### config.mk
export PLATFORM = sky130hd
export DESIGN_NAME = conv_weight_sched_flat
export DESIGN_NICKNAME = d
export VERILOG_FILES = /design/src/rtl/conv_weight_sched_if.sv /design/src/rtl/conv_weight_sched.sv /design/src/flat_wrapper.sv
export SDC_FILE = /design/constraint.sdc
export NUM_CORES = 1
export LEC_CHECK = 0
export ABC_AREA = 0
export CORE_MARGIN = 5
export CORE_UTILIZATION = 50
export CTS_CLUSTER_SIZE = 10
export DETAILED_ROUTE_END_ITERATION = 12
export GPL_TIMING_DRIVEN = 0
export PLACE_DENSITY = 0.81
export SLEW_MARGIN = 20
export SYNTH_ARGS = -nofsm -noshare
export SYNTH_HDL_FRONTEND = slang
export SYNTH_SLANG_ARGS = --single-unit
export TNS_END_PERCENT = 1
### constraint.sdc
create_clock -name clk -period 1.95 [get_ports clk]
set_input_delay 0.39 -clock clk [delete_from_list [all_inputs] [get_ports clk]]
set_output_delay 0.39 -clock clk [all_outputs]
set_load 0.1 [all_outputs]
### src/rtl/conv_weight_sched_if.sv
// Weight bus between the scheduler, the serial weight source and the two conv units.
// The master side is the scheduler; the slave side is the source/sink pair.
interface conv_weight_sched_if #(
  parameter int unsigned AW = 10
);
  logic          weight_rd_en;
  logic [AW-1:0] weight_addr;
  logic          weight_bit_in;
  logic          weight_out;
  logic          weight_en_0;
  logic          weight_en_1;

  modport master (
    output weight_rd_en,
    output weight_addr,
    input  weight_bit_in,
    output weight_out,
    output weight_en_0,
    output weight_en_1
  );

  modport slave (
    input  weight_rd_en,
    input  weight_addr,
    output weight_bit_in,
    input  weight_out,
    input  weight_en_0,
    input  weight_en_1
  );
endinterface

### src/rtl/conv_weight_sched.sv
// Streams KBITS-bit binary kernels from a serial weight source to two conv units,
// round-robin arbitrated, NLOADS loads per start.
module conv_weight_sched #(
  parameter int unsigned KBITS  = 25,
  parameter int unsigned NLOADS = 8,
  parameter int unsigned AW     = 10
) (
  input  logic                clk,
  input  logic                rstn,
  input  logic                start,
  input  logic                clr,
  input  logic                req_0,
  input  logic                req_1,
  conv_weight_sched_if.master wb,
  output logic                busy,
  output logic                done
);

  localparam int unsigned BW = $clog2(KBITS + 1);
  localparam int unsigned LW = $clog2(NLOADS + 1);

  localparam logic [2:0] S_IDLE  = 3'd0;
  localparam logic [2:0] S_ARB   = 3'd1;
  localparam logic [2:0] S_LOAD  = 3'd2;
  localparam logic [2:0] S_DRAIN = 3'd3;
  localparam logic [2:0] S_DONE  = 3'd4;

  logic [2:0]    state_q, state_d;
  logic [BW-1:0] bit_cnt_q, bit_cnt_d;
  logic [LW-1:0] load_cnt_q, load_cnt_d;
  logic [AW-1:0] addr_q, addr_d;
  logic          grant_q, grant_d;
  logic          last_grant_q, last_grant_d;
  logic          rd_en_q, rd_en_d;
  logic          rd_dly_q, rd_dly_d;
  logic          en_0_q, en_0_d;
  logic          en_1_q, en_1_d;
  logic          wout_q, wout_d;
  logic          busy_q, busy_d;
  logic          done_q, done_d;

  // Next-state, counters and the rd_en -> weight_en pipeline.
  always_comb begin
    state_d      = state_q;
    bit_cnt_d    = bit_cnt_q;
    load_cnt_d   = load_cnt_q;
    addr_d       = addr_q;
    grant_d      = grant_q;
    last_grant_d = last_grant_q;

    case (state_q)
      S_IDLE: begin
        if (start) begin
          load_cnt_d = '0;
          addr_d     = '0;
          state_d    = S_ARB;
        end
      end
      S_ARB: begin
        if (req_0 || req_1) begin
          grant_d      = (req_0 && req_1) ? ~last_grant_q : req_1;
          last_grant_d = grant_d;
          bit_cnt_d    = '0;
          state_d      = S_LOAD;
        end
      end
      S_LOAD: begin
        addr_d    = addr_q + AW'(1);
        bit_cnt_d = bit_cnt_q + BW'(1);
        if (bit_cnt_q == BW'(KBITS - 1)) begin
          bit_cnt_d = '0;
          state_d   = S_DRAIN;
        end
      end
      S_DRAIN: begin
        // bit_cnt doubles as the two-cycle drain timer
        bit_cnt_d = bit_cnt_q + BW'(1);
        if (bit_cnt_q == BW'(1)) begin
          bit_cnt_d  = '0;
          load_cnt_d = load_cnt_q + LW'(1);
          state_d    = (load_cnt_d == LW'(NLOADS)) ? S_DONE : S_ARB;
        end
      end
      S_DONE:  state_d = S_IDLE;
      default: state_d = S_IDLE;
    endcase

    // Abort wins over everything; the address and arbitration history survive it.
    if (clr) begin
      state_d      = S_IDLE;
      bit_cnt_d    = '0;
      load_cnt_d   = '0;
      addr_d       = addr_q;
      grant_d      = grant_q;
      last_grant_d = last_grant_q;
    end

    rd_en_d  = (state_d == S_LOAD);
    rd_dly_d = rd_en_q & ~clr;
    en_0_d   = rd_dly_q & ~grant_q & ~clr;
    en_1_d   = rd_dly_q & grant_q & ~clr;
    wout_d   = wb.weight_bit_in;
    busy_d   = (state_d != S_IDLE);
    done_d   = (state_d == S_DONE);
  end

  always_ff @(posedge clk or negedge rstn) begin
    if (!rstn) begin
      state_q      <= S_IDLE;
      bit_cnt_q    <= '0;
      load_cnt_q   <= '0;
      addr_q       <= '0;
      grant_q      <= 1'b0;
      last_grant_q <= 1'b1;
      rd_en_q      <= 1'b0;
      rd_dly_q     <= 1'b0;
      en_0_q       <= 1'b0;
      en_1_q       <= 1'b0;
      wout_q       <= 1'b0;
      busy_q       <= 1'b0;
      done_q       <= 1'b0;
    end else begin
      state_q      <= state_d;
      bit_cnt_q    <= bit_cnt_d;
      load_cnt_q   <= load_cnt_d;
      addr_q       <= addr_d;
      grant_q      <= grant_d;
      last_grant_q <= last_grant_d;
      rd_en_q      <= rd_en_d;
      rd_dly_q     <= rd_dly_d;
      en_0_q       <= en_0_d;
      en_1_q       <= en_1_d;
      wout_q       <= wout_d;
      busy_q       <= busy_d;
      done_q       <= done_d;
    end
  end

  assign wb.weight_rd_en = rd_en_q;
  assign wb.weight_addr  = addr_q;
  assign wb.weight_out   = wout_q;
  assign wb.weight_en_0  = en_0_q;
  assign wb.weight_en_1  = en_1_q;
  assign busy            = busy_q;
  assign done            = done_q;

endmodule

### src/flat_wrapper.sv
// flat-port wrapper written by rule: the top's interface ports become plain ports
module conv_weight_sched_flat 
#(
  parameter int unsigned KBITS  = 25,
  parameter int unsigned NLOADS = 8,
  parameter int unsigned AW     = 10
)
  (clk, rstn, start, clr, req_0, req_1, busy, done, wb_weight_rd_en, wb_weight_addr, wb_weight_bit_in, wb_weight_out, wb_weight_en_0, wb_weight_en_1);
  conv_weight_sched_if #(.AW(AW)) wb_i ();
  input  logic clk;
  input  logic rstn;
  input  logic start;
  input  logic clr;
  input  logic req_0;
  input  logic req_1;
  output logic busy;
  output logic done;
  output wire logic [$bits(wb_i.weight_rd_en)-1:0] wb_weight_rd_en;
  output wire logic [$bits(wb_i.weight_addr)-1:0] wb_weight_addr;
  input wire logic [$bits(wb_i.weight_bit_in)-1:0] wb_weight_bit_in;
  output wire logic [$bits(wb_i.weight_out)-1:0] wb_weight_out;
  output wire logic [$bits(wb_i.weight_en_0)-1:0] wb_weight_en_0;
  output wire logic [$bits(wb_i.weight_en_1)-1:0] wb_weight_en_1;
  assign wb_weight_rd_en = wb_i.weight_rd_en;
  assign wb_weight_addr = wb_i.weight_addr;
  assign wb_i.weight_bit_in = wb_weight_bit_in;
  assign wb_weight_out = wb_i.weight_out;
  assign wb_weight_en_0 = wb_i.weight_en_0;
  assign wb_weight_en_1 = wb_i.weight_en_1;
  conv_weight_sched #(.KBITS(KBITS), .NLOADS(NLOADS), .AW(AW)) u_core (.clk(clk), .rstn(rstn), .start(start), .clr(clr), .req_0(req_0), .req_1(req_1), .wb(wb_i), .busy(busy), .done(done));
endmodule
==> results.json <==
{
  "synthDistinctLibCells": 42,
  "rsz0062_at_grt": "yes",
  "design_area_um2": 1910,
  "avgSynthCellArea_um2": 9.87,
  "outcome": "complete, no violations",
  "max_slew_margin_pct": 36.6,
  "cp_slowest_cell": "clkdlybuf4s15_1",
  "yosys_register_bits": 31,
  "syn_area_um2": 1560,
  "syn-num-nets": 170,
  "crit_buf_inv": 1,
  "die-area_um2": 4340,
  "setup_viol": 0,
  "drt_pass1_iterations": 4,
  "synth.top_cell.area_share_pct": 48.1,
  "synth_most_common_cell": "dfrtp_1",
  "clock.fmax_mhz": 529,
  "worstSetupEndpointType": "output port",
  "ctsHtreeMaxLevel": 2,
  "criticalPathCategory": "reg2out",
  "synth_ff_type": "dfrtp_1",
  "crit_chain": "clkdlybuf4s15_1",
  "maxSlewViolCount": 0,
  "cts.sinks": 31,
  "chipWidth_um": 65.9,
  "seq_area_frac_synth_pct": 49.8,
  "worstPathArrival_ns": 1.50,
  "grt_pass1_vias": 1310,
  "synth_edf_count": 0,
  "place_area_um2": 1840,
  "synthCells": 158,
  "synth_common_cells": "dfrtp_1 (30), nand2_1 (15), nor2_1 (12)",
  "grt_overflow": 0,
  "cp.required_ns": 1.56,
  "crit_path_start_kind": "flip-flop",
  "io_pins": 23,
  "drc": 0,
  "core.rowCount": 20,
  "antenna_found_initial": 0,
  "grt_pass1_wl_um": 5810,
  "initial_utilization_pct": 51.5,
  "yosys-top-cells-area": "dfrtp_1 (48%), ha_1 (4.0%), nand2_1 (3.6%)",
  "period_minus_slack_ns": 1.89,
  "dr.first_iter.drc_count": 74,
  "yosysWarningCount": 0,
  "wirelength_um": 3370,
  "globalplace.congestion": 0.827,
  "drive_gt1_share_pct": 16.8,
  "clockBufferDepth": 2,
  "grt_util_all_layers_pct": 17.8,
  "hpwl_um": 2450,
  "vias": 1325,
  "grt_max_degree": 32,
  "die_h_um": 65.9,
  "floorplan.core_area_um2": 3030,
  "final_util_pct": 63.1,
  "wl_per_cell_um": 14.4,
  "cts_hold_buf": 0,
  "fin_crit_sh_pct": 97.0,
  "antenna_left": 0,
  "clock_latency_ns": 0.33,
  "cts_tree": "done",
  "synth_top_cell_by_area": "dfrtp_1",
  "fin_nets": 201,
  "p_leak_nw": 0.814,
  "p_per_area_nw_per_um2": 776,
  "worst_slew_pin_slew_ns": 0.955,
  "cts-root-buf": "clkbuf_4",
  "cap_violations": 0,
  "cts_buffers": 5,
  "crit_fanout": 1,
  "cpPeakStageDelay_ns": 0.82,
  "finalPower_mw": 1.48,
  "fin_skew_ns": 0.00578,
  "irDropWorstVdd_mv": 0.493,
  "cp_top_family": "buffers and inverters",
  "via_per_inst": 5.66,
  "path_clk_slew_ns": 0.10,
  "n_antenna_cell": 0,
  "syn2layout_area_growth_pct": 22.4,
  "hold_path.class": "in2async",
  "final_hold_viol_count": 0,
  "ys_async_sr_fraction_pct": 100,
  "place.port_buffers": 22
}
## cells by family after synthesis
family                     after synthesis  share of synthesized area [%]
AOI/OAI and AO/OA                       31                           13.6
xor gates and xnor gates                 7                           3.93
and+or+nand+nor                         74                           26.1
adders and majority gates                5                           4.01
buffers and inverters                   10                           2.49
DFF                                     31                           49.8
## registers in the layout, indices dropped and copies added (netlist names)
signal                  count
u_core.wb.weight_out        1
u_core.load_cnt_q           4
u_core.busy                 1
u_core.wb.weight_en_1       1
u_core.grant_q              1
u_core.done                 1
u_core.bit_cnt_q            5
u_core.wb.weight_en_0       1
u_core.wb.weight_addr      10
u_core.state_q              3
u_core.last_grant_q         1
u_core.wb.weight_rd_en      1
u_core.rd_dly_q             1
## area by class of cell
type / instances / area (µm²)
fill: 260 / 1120
tap: 44 / 55.1
clock buffer: 7 / 45.0
multi-input combinational: 117 / 752
sequential: 31 / 785
clock inverter: 1 / 5.00
inverter: 6 / 22.5
timing repair buffer: 24 / 229
buffer: 4 / 16.3
## metal layers
metal / track usage (%) / up-vias / share of wire [%]
met1: 19.1 / 655 / 42
met2: 31.2 / 30 / 51
li1: - / 635 / -
met3: 4.25 / 5 / 4.8
met4: 10.9 / 0 / 1.9
met5: 0 / - / 0
## worst register-to-register path: cells and delay by family, from the launching register on
kind | cells | cell delay, ns
buffers and inverters | 1 | 0.09
AND/OR/NAND/NOR | 1 | 0.41
AO/OA/AOI/OAI | 3 | 0.69
adder cells (fa/ha/maj) | 1 | 0.13
flip-flops | 1 | 0.42
## per-stage QoR
step	TNS, ns	instances	hold slack (ns)	worst slack [ns]
2_1_floorplan	0	158	0.0944	0.0739
3_3_place_gp	-3.04	224	0.443	-0.332
3_5_place_dp	-1.29	224	0.453	-0.368
4_1_cts	0	232	0.0980	0.000524
5_1_grt	-0.0326	234	0.114	-0.0326
6_report	0	234	0.0794	0.0581
## worst paths after layout
| check | start | endpoint | slack [ns] | depth (start not counted) |
|---|---|---|---|---|
| max | u_core.busy | busy | 0.06 | 1 |
| min | rstn | u_core.wb.weight_addr[7] | 0.08 | 1 |
| max reg2reg | u_core.bit_cnt_q[1] | u_core.busy | 0.08 | 6 |
| min reg2reg | u_core.grant_q | u_core.wb.weight_en_0 | 0.45 | 1 |
| max in group asynchronous | rstn | u_core.wb.weight_addr[1] | 1.40 | 1 |
| min in group clk | u_core.grant_q | u_core.wb.weight_en_0 | 0.45 | 1 |
## cells in the final DEF (no fill, tap or decap), types with 5 or more instances in the layout
cell | netlist | final
a21oi_1 | 5 | 5
nor4_1 | 5 | 5
nor2_1 | 12 | 12
inv_1 | 6 | 6
nand3_1 | 6 | 6
nand2_1 | 15 | 15
dfrtp_1 | 30 | 24
nor3_1 | 6 | 6
clkdlybuf4s15_2 | 0 | 9
dfrtp_2 | 0 | 6
clkbuf_1 | 3 | 5
o21ai_0 | 9 | 9
ha_1 | 5 | 5
clkbuf_4 | 0 | 5
xnor2_1 | 6 | 6
## report_power, final
| group | total, mW | internal, mW | leakage, nW | switching (mW) |
|---|---|---|---|---|
| combinational | 0.374 | 0.102 | 0.374 | 0.272 |
| sequential | 0.751 | 0.702 | 0.411 | 0.0485 |
| clock | 0.358 | 0.140 | 0.0293 | 0.218 |
| total | 1.48 | 0.944 | 0.814 | 0.538 |
## repair_timing
action                                  in CTS  in global routing
endpoints found under the setup margin      17                  9
cloned                                       0                  0
gates resized for setup                     36                  8
pin swaps                                    0                  1
buffers inserted                             0                  2
(Power assumes the default switching activity.)
